<file path="config.mk">
export PLATFORM = sky130hd
export DESIGN_NAME = data_upload
export DESIGN_NICKNAME = d
export VERILOG_FILES = /design/src/rtl/data_io_pkg.sv /design/src/rtl/spi_sync_edge.sv /design/src/rtl/data_upload.sv
export SDC_FILE = /design/constraint.sdc
export NUM_CORES = 1
export LEC_CHECK = 0
export CAP_MARGIN = 5
export CORE_ASPECT_RATIO = 0.5
export CORE_UTILIZATION = 63
export CTS_BUF_LIST = sky130_fd_sc_hd__clkbuf_2
export CTS_CLUSTER_DIAMETER = 30
export DETAILED_ROUTE_END_ITERATION = 16
export PLACE_DENSITY = 0.95
export SLEW_MARGIN = 5
export SYNTH_ARGS = -nofsm -noshare
export SYNTH_HDL_FRONTEND = slang
export SYNTH_HIERARCHICAL = 1
export SYNTH_SLANG_ARGS = --single-unit
</file>
<file path="constraint.sdc">
create_clock -name clk -period 8.6 [get_ports clk]
set_input_delay 1.72 -clock clk [delete_from_list [all_inputs] [get_ports clk]]
set_output_delay 1.72 -clock clk [all_outputs]
set_load 0.01 [all_outputs]
</file>
<file path="src/rtl/data_io_pkg.sv">
// Shared io-controller command codes, upload base addresses and fetch FSM
// state type for the data_io family of blocks.
package data_io_pkg;

  localparam logic [7:0] UIO_FILE_INDEX  = 8'h55;
  localparam logic [7:0] UIO_FILE_RX     = 8'h56;
  localparam logic [7:0] UIO_FILE_RX_DAT = 8'h57;

  localparam logic [24:0] TAPE_BASE_DEFAULT = 25'h200000;
  localparam logic [24:0] ROM_BASE_DEFAULT  = 25'h40000;

  typedef enum logic [1:0] {
    ST_IDLE  = 2'd0,
    ST_FETCH = 2'd1,
    ST_FULL  = 2'd2
  } fetch_state_t;

  function automatic logic [24:0] size_inc(input logic [24:0] s);
    return (s == '1) ? s : s + 25'd1;
  endfunction

endpackage

</file>
<file path="src/rtl/spi_sync_edge.sv">
// Brings the io controller SPI pins into the clk domain: two-flop level
// synchronisers for ss/sdi and single-cycle rise/fall pulses for sck.
module spi_sync_edge (
  input  logic clk,
  input  logic reset,
  input  logic sck,
  input  logic ss,
  input  logic sdi,
  output logic sck_rise,
  output logic sck_fall,
  output logic ss_s,
  output logic sdi_s
);

  logic [2:0] sck_q;
  logic [1:0] ss_q;
  logic [1:0] sdi_q;

  always_ff @(posedge clk or posedge reset) begin
    if (reset) begin
      sck_q <= '0;
      ss_q  <= '0;
      sdi_q <= '0;
    end else begin
      sck_q <= {sck_q[1:0], sck};
      ss_q  <= {ss_q[0], ss};
      sdi_q <= {sdi_q[0], sdi};
    end
  end

  // Third sck stage exists only to compare against the settled second stage.
  assign sck_rise = sck_q[1] & ~sck_q[2];
  assign sck_fall = ~sck_q[1] & sck_q[2];
  assign ss_s     = ss_q[1];
  assign sdi_s    = sdi_q[1];

endmodule

</file>
<file path="src/rtl/data_upload.sv">
// Streams RAM contents to the io controller over SPI (command 0x57), with a
// one-byte prefetch buffer kept filled by a small RAM fetch FSM.
module data_upload
  import data_io_pkg::*;
#(
  parameter logic [24:0] TAPE_BASE = TAPE_BASE_DEFAULT,
  parameter logic [24:0] ROM_BASE  = ROM_BASE_DEFAULT
) (
  input  logic        clk,
  input  logic        reset,
  input  logic        sck,
  input  logic        ss,
  input  logic        sdi,
  output logic        sdo,
  output logic        uploading,
  output logic [4:0]  index,
  output logic [24:0] size,
  output logic        underrun,
  output logic        rd,
  output logic [24:0] a,
  input  logic [7:0]  q,
  input  logic        rd_ack
);

  logic         sck_rise, sck_fall, ss_s, sdi_s;
  logic [3:0]   cnt;
  logic [6:0]   sr;
  logic [7:0]   cmd;
  logic [7:0]   rx_byte;
  logic [7:0]   shift;
  logic [7:0]   buffer;
  logic         buf_valid;
  logic [24:0]  addr;
  logic         stale;
  logic         drop;
  fetch_state_t state;

  logic idx_wr, start, stop, load, ack_use;

  spi_sync_edge u_sync (
    .clk      (clk),
    .reset    (reset),
    .sck      (sck),
    .ss       (ss),
    .sdi      (sdi),
    .sck_rise (sck_rise),
    .sck_fall (sck_fall),
    .ss_s     (ss_s),
    .sdi_s    (sdi_s)
  );

  assign rx_byte = {sr, sdi_s};
  assign ack_use = (state == ST_FETCH) && rd && rd_ack && !stale && !drop;

  always_comb begin
    idx_wr = 1'b0;
    start  = 1'b0;
    stop   = 1'b0;
    load   = 1'b0;
    if (sck_rise && !ss_s) begin
      if (cnt == 4'd15) begin
        idx_wr = (cmd == UIO_FILE_INDEX);
        start  = (cmd == UIO_FILE_RX) && sdi_s;
        stop   = (cmd == UIO_FILE_RX) && !sdi_s;
      end
      load = uploading &&
             (((cnt == 4'd7) && (rx_byte == UIO_FILE_RX_DAT)) ||
              ((cnt == 4'd15) && (cmd == UIO_FILE_RX_DAT)));
    end
  end

  always_ff @(posedge clk or posedge reset) begin
    if (reset) begin
      cnt       <= '0;
      sr        <= '0;
      cmd       <= '0;
      index     <= '0;
      uploading <= 1'b0;
      addr      <= '0;
      size      <= '0;
      underrun  <= 1'b0;
      shift     <= '0;
      sdo       <= 1'b0;
    end else begin
      if (ss_s) begin
        cnt <= '0;
      end else if (sck_rise) begin
        cnt <= (cnt == 4'd15) ? 4'd8 : cnt + 4'd1;
        sr  <= rx_byte[6:0];
        if (cnt == 4'd7) cmd <= rx_byte;
      end

      if (idx_wr) index <= rx_byte[4:0];

      if (start) begin
        uploading <= 1'b1;
        addr      <= (index == 5'd0) ? ROM_BASE : TAPE_BASE;
        size      <= '0;
        underrun  <= 1'b0;
      end else if (stop) begin
        uploading <= 1'b0;
      end

      if (load) begin
        if (buf_valid) begin
          shift <= buffer;
        end else if (ack_use) begin
          shift <= q;
        end else begin
          shift    <= '0;
          underrun <= 1'b1;
        end
        addr <= addr + 25'd1;
        size <= size_inc(size);
      end else if (sck_fall) begin
        shift <= {shift[6:0], 1'b0};
      end

      // cnt[3] masks the command phase so only data bits ever reach sdo.
      sdo <= !ss_s && uploading && cnt[3] && (cmd == UIO_FILE_RX_DAT) && shift[7];
    end
  end

  // rd drops for one cycle between requests so a never moves while rd is high;
  // stale marks an in-flight read whose address was overtaken by a load.
  always_ff @(posedge clk or posedge reset) begin
    if (reset) begin
      state     <= ST_IDLE;
      rd        <= 1'b0;
      a         <= '0;
      buffer    <= '0;
      buf_valid <= 1'b0;
      stale     <= 1'b0;
      drop      <= 1'b0;
    end else begin
      case (state)
        ST_IDLE: ;
        ST_FETCH: begin
          if (rd) begin
            if (rd_ack) begin
              rd    <= 1'b0;
              stale <= 1'b0;
              drop  <= 1'b0;
              if (drop) begin
                state <= ST_IDLE;
              end else if (!stale && !load) begin
                buffer    <= q;
                buf_valid <= 1'b1;
                state     <= ST_FULL;
              end
            end else if (load) begin
              stale <= 1'b1;
            end
          end else if (!load) begin
            rd <= 1'b1;
            a  <= addr;
          end
        end
        ST_FULL: begin
          if (load) begin
            buf_valid <= 1'b0;
            state     <= ST_FETCH;
          end
        end
        default: state <= ST_IDLE;
      endcase

      if (start) begin
        buf_valid <= 1'b0;
        drop      <= 1'b0;
        state     <= ST_FETCH;
        if (rd && !rd_ack) stale <= 1'b1;
      end else if (stop) begin
        buf_valid <= 1'b0;
        if (rd && !rd_ack) drop <= 1'b1;
        else state <= ST_IDLE;
      end
    end
  end

endmodule

</file>
==> results of run 1 <==
## through the flow
| stage | worst slack, ps | util, % | cells | hold WS, ps |
|---|---|---|---|---|
| floorplan | 3580 | - | 553 | 331 |
| global placement | 4730 | 74.0 | 740 | 332 |
| detailed placement | 4630 | 74.0 | 740 | 337 |
| CTS | 4990 | 76.3 | 771 | 375 |
| global route | 4920 | 76.3 | 771 | 390 |
| finish | 4980 | 76.3 | 771 | 373 |
## synthesized netlist by cell type, types with 3 or more instances
master    count  area (sq um)
dfrtp_1     131          3280
nand2_1      57           214
mux2_2       50           563
mux2i_1      22           220
a21oi_1      20           100
inv_1        19          71.3
nor2_1       18          67.6
nand3_1      17          85.1
o31ai_1      17           128
and3_1       12          75.1
nor2b_1      12          75.1
o21ai_0      12          60.1
nand4_1      11          68.8
o211ai_1     11          82.6
or4_1        10          75.1
buf_2         9          45.0
clkbuf_1      9          33.8
nand3b_1      9          67.6
nor3_1        9          45.0
and4_1        8          70.1
nor4_1        8          50.1
ha_1          7          87.6
a211oi_1      6          45.0
a31oi_1       5          31.3
and2_1        3          18.8
nand2b_1      3          18.8
nor4_4        3          63.8
o21a_1        3          22.5
o311ai_0      3          26.3
or3_1         3          18.8
## flip-flops by register name, summed over array words and instances, names as in the netlist, 2 cells and up
register	count
cnt	4
cmd	8
a	25
size	25
shift	8
state	2
addr	25
u_sync/sck_q	3
u_sync/ss_q	2
buffer	8
index	5
u_sync/sdi_q	2
sr	7
## worst max-delay path by stage
stage          startpoint        to  slack (ps)  cells after the start
2_1_floorplan       reset      a[0]        3580                      1
3_3_place_gp       rd_ack  state[1]        4730                      5
3_5_place_dp       rd_ack  state[1]        4630                      5
4_1_cts                rd        rd        4990                      1
5_1_grt                rd        rd        4920                      1
6_report               rd        rd        4980                      1
## metal layers
metal  GRT usage [%]  part of all wire [%]
met5               0                     0
met4            15.8                   3.0
met3            6.80                   6.2
met2            46.2                    48
met1            38.4                    43
## cell type report
cell class	instances	share of cell area [%]
flip-flops and latches	131	45.0
multi-input cells	381	38.6
repair buffers	74	10.1
well taps	135	2.32
clock inverters	11	1.56
clock buffers	20	1.38
inverters	19	1.01
## power groups by stage
stage | Sequential (mW) | Clock (mW) | Combinational, mW
CTS | 0.657 | 0.358 | 0.0627
finish | 0.657 | 0.356 | 0.0619
global route | 0.661 | 0.382 | 0.0683
global placement | 0.665 | 0 | 0.0593
floorplan | 0.659 | 0 | 0.0472
detailed placement | 0.668 | 0 | 0.0618
## cell families after synthesis
| family | share of synthesized area, % |
|---|---|
| xor+xnor | 0.140 |
| buf+inv | 2.76 |
| simple gates | 19.3 |
| fa+ha+maj | 1.40 |
| flops | 52.4 |
| mux | 12.9 |
| compound gates | 11.2 |
==> impl_metrics.toml, run 1 <==
[cts]
clk_path_buf_depth = 2
clkSlewWorstSetupHoldPaths_ps = 170
post_cts_buffers = 0
cts_inserted_buffers = 17
cts_root_buffer = "clkbuf_2"
clock_latency_ps = 710
cts_tree = "yes"
cts.sinks = 131
cts_hold_buf = 0
cts_resized = 0
cts_max_level = 4

[finish]
syn_to_final_growth_pct = 16.3
mostFrequentLayoutCell = "dfrtp_1"
seqCellArea_sq_um = 3280
drive_gt1_share_pct = 15.7
final_cell_mix = "131 x dfrtp_1, 72 x clkdlybuf4s50_1, 57 x nand2_1"
fillers = 599
multi_input_area_sq_um = 2810
stdcell_area_sq_um = 7280
antenna_cells = 0
nNetsFinal = 645

[logic_synthesis]
yosysWarnings = 6
synth_cell_types = 65
synth_edf_count = 0
synthCells = 553
synth_top_flop_cell = "dfrtp_1"
async_reset_ff_share_pct = 100
synth_fp_nets = 574
synth_seq_cells = 131
ys_seq_area_share_pct = 52.4
syn_area_sq_um = 6260
syn_area_per_cell_sq_um = 11.3

[place]
hpwl_mm = 9.46
placed_cell_area_sq_um = 7060
portBuffers = 72
gp_congestion = 0.882

[routing]
wire_per_inst_um = 18.2
wirelength_mm = 14.1
drt_iter0_drc = 458
viasPerCell = 6.36
drc = 0
drt-pass1-iter-count = 5
via_count = 4905
ant_nets = 0

[sta]
setup_violations = 0
tightest_slew_ps = 1280
tns_ps = 0
hold_viol = 0
fmax_mhz = 277
slew_violations = 0
fin_crit_sh_pct = 42.0
rsz0062_at_grt = "false"
finalClockSkew_ps = 23.5
min_period_ps = 3620
slew_headroom_pct = 14.5

[pwr]
power.total_mw = 1.08
power.density_nw_per_um2 = 148
netSwitchingPower_mw = 0.280
switching_share_pct = 26.0
p_seq_share_pct = 61.1
p_int_mw = 0.796
leakage_nw = 3.16
power_frac_clock_pct = 33.1
pwr-share-comb_pct = 5.8
ir_drop_v = 0.0000962

[worst_setup_path]
r2r_start = "cnt[0]"
worstPathArrival_ps = 1900
regToRegSetupSlack_ps = 5290
r2r_cells = 5
cp_max_fo = 8
path_class = "reg -> out"
cpLargestDelayFamily = "buffers and inverters"
slowest_delay_ps = 650
worstSetupStartpointType = "flip-flop"
endpoint_kind = "primary output"
path_cells = "clkdlybuf4s50_1"
cp_slowest_cell = "clkdlybuf4s50_1"
r2r_end = "a[2]"
critPathBufInv = 1
crit_required_ps = 6880

[die]
rows = 25
die_y_um = 72.5
io_pins = 73
coreArea_sq_um = 9540
start_util_pct = 65.6
chipWidth_um = 143
die_area_sq_um = 10400

[global_routing]
grt_max_degree = 83
grt_overflow = 0
track_usage_pct = 29.3
grt_pass1_wl_mm = 23.1
grt_pass1_vias = 4749
antenna_found_initial = 0

[min_path]
min_to = "u_sync/sck_q[1]"
hold_path_startpoint = "u_sync/sck_q[0]"
hold_path_class = "reg -> reg"
whs_path_depth = 0

[run_status]
status = "finished, final reports clean"

[flow_run]
cap_viol_max_count = 0
(Power assumes the default switching activity.)
==> inputs of run 2 (changes only) <==
--- a/config.mk
+++ b/config.mk
@@ -7,11 +7,11 @@
 export LEC_CHECK = 0
 export CAP_MARGIN = 5
 export CORE_ASPECT_RATIO = 0.5
-export CORE_UTILIZATION = 63
+export CORE_UTILIZATION = 52
 export CTS_BUF_LIST = sky130_fd_sc_hd__clkbuf_2
 export CTS_CLUSTER_DIAMETER = 30
 export DETAILED_ROUTE_END_ITERATION = 16
-export PLACE_DENSITY = 0.95
+export PLACE_DENSITY = 0.9
 export SLEW_MARGIN = 5
 export SYNTH_ARGS = -nofsm -noshare
 export SYNTH_HDL_FRONTEND = slang
==> constraint.sdc (replaced) <==
create_clock -name clk -period 2.9 [get_ports clk]
set_input_delay 0.58 -clock clk [delete_from_list [all_inputs] [get_ports clk]]
set_output_delay 0.58 -clock clk [all_outputs]
set_load 0.01 [all_outputs]
==> impl_metrics.toml, run 2 (synthesized netlist as in run 1, its figures left out) <==
[sta]
slew_violations = 0
slew_headroom_pct = 44.6
fmax_mhz = 404
finalClockSkew_ps = 40.0
min_period_ps = 2480
rsz0062_at_grt = "false"
setup_violations = 0
fin_crit_sh_pct = 85.4
hold_ws_ps = 179
tns_ps = 0
hold_viol = 0
tightest_slew_ps = 831

[finish]
fillers = 843
final_util_pct = 65.7
nNetsFinal = 657
syn_to_final_growth_pct = 19.1
mostFrequentLayoutCell = "dfrtp_1"
final_cell_mix = "131 x dfrtp_1, 72 x clkdlybuf4s50_1, 57 x nand2_1"
drive_gt1_share_pct = 17.6
stdcell_area_sq_um = 7450
top_regs = "a: 25 flops, addr: 25 flops, size: 25 flops"
antenna_cells = 0

[global_routing]
grt_overflow = 0
grt_pass1_vias = 4655
grt_pass1_wl_mm = 23.3
track_usage_pct = 24.3
grt_max_degree = 44
antenna_found_initial = 0

[place]
gp_congestion = 0.875
hpwl_mm = 10.0
placed_cell_area_sq_um = 7220
portBuffers = 72

[cts]
clkSlewWorstSetupHoldPaths_ps = 200
cts.sinks = 131
clock_latency_ps = 710
cts_tree = "yes"
cts_root_buffer = "clkbuf_2"
cts_max_level = 4
clk_path_buf_depth = 2
cts_hold_buf = 0
cts_inserted_buffers = 17

[run_status]
status = "finished, final reports clean"

[worst_setup_path]
r2r_start = "u_sync/sck_q[2]"
crit_required_ps = 3500
crit_start = "u_sync/sck_q[2]"
endpoint_kind = "flip-flop"
worstSetupStartpointType = "flip-flop"
path_class = "reg -> reg"
worstPathArrival_ps = 3080
cp_slowest_cell = "nor4_2"
slowest_delay_ps = 540
cpLargestDelayFamily = "simple AND/OR/NAND/NOR gates"
critPathBufInv = 1
path_cells = "nor2b_1 -> nand4b_1 -> nor4_2 -> and2_0 -> buf_4 -> nor2_1 -> a211oi_1"
cp_max_fo = 15

[routing]
drt_iter0_drc = 355
ant_nets = 0
wire_per_inst_um = 17.5
viasPerCell = 5.96
drt-pass1-iter-count = 5
drc = 0
wirelength_mm = 14.2
via_count = 4815

[pwr]
ir_drop_v = 0.000190
leakage_nw = 3.22
power.density_nw_per_um2 = 422

[die]
io_pins = 73
chipWidth_um = 157
die_area_sq_um = 12500
rows = 27
coreArea_sq_um = 11400
die_y_um = 79.6
start_util_pct = 55.1

[flow_run]
cap_viol_max_count = 0

[min_path]
hold_path_class = "in -> async"
## run 2: area by class of cell
type	instances	area, sq um	area share (%)
Clock buffer	17	85.1	1.14
Sequential cell	131	3280	44.0
Tap cell	159	199	2.67
Clock inverter	15	118	1.58
Inverter	19	75.1	1.01
Timing Repair Buffer	86	883	11.9
Multi-Input combinational cell	381	2810	37.8
## run 2: through the flow
| step | setup WS (ps) | power [mW] | cells |
|---|---|---|---|
| 5_1_grt | 183 | 3.28 | 808 |
| 4_1_cts | 220 | 3.16 | 807 |
| 3_5_place_dp | 247 | 2.17 | 775 |
| 2_1_floorplan | 795 | 2.09 | 553 |
| 3_3_place_gp | 397 | 2.16 | 775 |
| 6_report | 424 | 3.15 | 808 |
## run 2: per-layer routing
layer	track usage [%]	wire, um	vias up
met1	32.5	6320	2391
li1	-	-	2240
met5	0	0	-
met4	8.83	172	0
met2	38.7	6790	163
met3	6.24	890	21
## run 2: power by group
part | internal, mW | switching [mW] | total, mW
logic | 0.0903 | 0.104 | 0.194
registers | 1.89 | 0.0592 | 1.95
clock network | 0.296 | 0.711 | 1.01
total | 2.27 | 0.874 | 3.15
## run 2: what timing repair did
action | CTS | global route
endpoints found under the setup margin | 0 | 1
setup buffers | 0 | 0
gates resized for setup | 0 | 1
## run 2: path summary, 6_finish.rpt
kind | cells past startpoint | slack, ps | end
hold / removal | 2 | 180 | u_sync/sdi_q[0]
min in group clk | 1 | 310 | u_sync/sdi_q[0]
max in group asynchronous | 3 | 1950 | addr[1]
hold reg to reg | 0 | 370 | u_sync/sck_q[1]
setup reg to reg | 7 | 420 | addr[21]
setup / recovery | 7 | 420 | addr[21]
==> inputs of run 3 (changes only) <==
--- a/config.mk
+++ b/config.mk
@@ -7,11 +7,11 @@
 export LEC_CHECK = 0
 export CAP_MARGIN = 5
 export CORE_ASPECT_RATIO = 0.5
-export CORE_UTILIZATION = 52
+export CORE_UTILIZATION = 40
 export CTS_BUF_LIST = sky130_fd_sc_hd__clkbuf_2
 export CTS_CLUSTER_DIAMETER = 30
 export DETAILED_ROUTE_END_ITERATION = 16
-export PLACE_DENSITY = 0.9
+export PLACE_DENSITY = 0.75
 export SLEW_MARGIN = 5
 export SYNTH_ARGS = -nofsm -noshare
 export SYNTH_HDL_FRONTEND = slang
==> impl_metrics.toml, run 3 (synthesized netlist as in run 1, its figures left out) <==
[finish]
mostFrequentLayoutCell = "dfrtp_1"
stdcell_area_sq_um = 7520
antenna_cells = 0
top_regs = "a: 25 flops, addr: 25 flops, size: 25 flops"
nNetsFinal = 659
final_cell_mix = "131 x dfrtp_1, 72 x clkdlybuf4s50_1, 57 x nand2_1"
syn_to_final_growth_pct = 20.1
seqCellArea_sq_um = 3280
drive_gt1_share_pct = 17.8
fillers = 1314
multi_input_area_sq_um = 2810

[cts]
cts_resized = 0
cts_tree = "yes"
clock_latency_ps = 690
cts_max_level = 4
cts.sinks = 131
cts_root_buffer = "clkbuf_2"
cts_hold_buf = 0
cts_inserted_buffers = 17
clk_path_buf_depth = 2
clkSlewWorstSetupHoldPaths_ps = 200
post_cts_buffers = 0

[pwr]
ir_drop_v = 0.000224
p_int_mw = 2.37
switching_share_pct = 27.1
power.total_mw = 3.26
power_frac_clock_pct = 34.6
p_seq_share_pct = 59.8
power.density_nw_per_um2 = 433
netSwitchingPower_mw = 0.884
leakage_nw = 3.25
pwr-share-comb_pct = 5.6

[global_routing]
grt_max_degree = 125
grt_overflow = 0
track_usage_pct = 18.2
antenna_found_initial = 0
grt_pass1_wl_mm = 23.3
grt_pass1_vias = 4714

[die]
coreArea_sq_um = 14900
rows = 31
die_area_sq_um = 16200
start_util_pct = 42.1
die_y_um = 90.5
chipWidth_um = 179
io_pins = 73

[sta]
setup_violations = 0
min_period_ps = 2470
fin_crit_sh_pct = 85.3
hold_viol = 0
slew_headroom_pct = 49.8
slew_violations = 0
fmax_mhz = 404
tns_ps = 0
finalClockSkew_ps = 47.1
tightest_slew_ps = 752
rsz0062_at_grt = "false"
fin_ws_ps = 428

[worst_setup_path]
worstPathArrival_ps = 3040
regToRegSetupSlack_ps = 430
path_class = "reg -> reg"
endpoint_kind = "flip-flop"
crit_required_ps = 3470
worstSetupStartpointType = "flip-flop"
cp_max_fo = 19

[place]
placed_cell_area_sq_um = 7270
pre_cts_ws_ps = 351
portBuffers = 72
hpwl_mm = 9.59
gp_congestion = 0.849

[routing]
wire_per_inst_um = 16.1
via_count = 4713
ant_nets = 0
drc = 0
drt_iter0_drc = 318
drt-pass1-iter-count = 5
wirelength_mm = 13.7
viasPerCell = 5.55

[flow_run]
cap_viol_max_count = 0

[min_path]
hold_path_class = "in -> async"

[run_status]
status = "finished, final reports clean"
-- run 3: cell count changes in the layout (fill, tap and decap cells not counted) --
cell and change:
buf_4 +4, buf_12 -1, inv_6 +2, clkinv_2 -3, o2111ai_1 +1, clkinv_4 +4, clkinv_1 -1, bufinv_16 +1
clkinvlp_4 -3, o2111ai_2 -1, buf_16 -1
-- run 3: metrics by stage --
| stage | hold slack (ps) | util [%] | instances |
|---|---|---|---|
| after CTS | 119 | 50.6 | 849 |
| final | 180 | 50.6 | 849 |
| after global placement | 333 | 49.0 | 817 |
| after floorplan | 331 | - | 553 |
| after detailed placement | 341 | 49.0 | 817 |
| after global routing | 135 | 50.6 | 849 |
-- run 3: metal layers --
layer / global-route usage (%) / share of wire [%] / up-vias
li1: - / - / 2252
met1: 25.7 / 48 / 2337
met2: 27.2 / 46 / 107
met3: 4.29 / 5.2 / 17
met4: 6.21 / 1.2 / 0
met5: 0 / 0 / -
-- run 3: area by class of cell --
class	instances	area share (%)
Multi-Input combinational cell	381	37.3
Sequential cell	131	43.6
Timing Repair Buffer	88	11.5
Inverter	19	0.999
Clock buffer	17	1.13
Clock inverter	15	2.11
Tap cell	198	3.30
-- run 3: path summary, 6_finish.rpt --
check	to	startpoint	cells after the start
max	state[1]	u_sync/sdi_q[1]	5
min	u_sync/sck_q[0]	reset	2
max reg2reg	state[1]	u_sync/sdi_q[1]	5
min reg2reg	u_sync/sdi_q[1]	u_sync/sdi_q[0]	0
max in group asynchronous	sr[6]	reset	3
min in group clk	u_sync/ss_q[0]	ss	1
-- run 3: power groups by stage --
stage / Sequential, mW / Clock, mW / Combinational, mW
floorplan: 1.95 / 0 / 0.140
finish: 1.95 / 1.13 / 0.184
global placement: 1.98 / 0 / 0.181
CTS: 1.95 / 1.16 / 0.189
detailed placement: 1.98 / 0 / 0.187
global route: 1.96 / 1.23 / 0.206
-- run 3: critical path, stage by stage (launching register included) --
cell       delay, ps
dfrtp_1          530
nand2b_1         200
nor4_4            80
o21ai_2          600
nand2_1          450
a2111oi_0        510
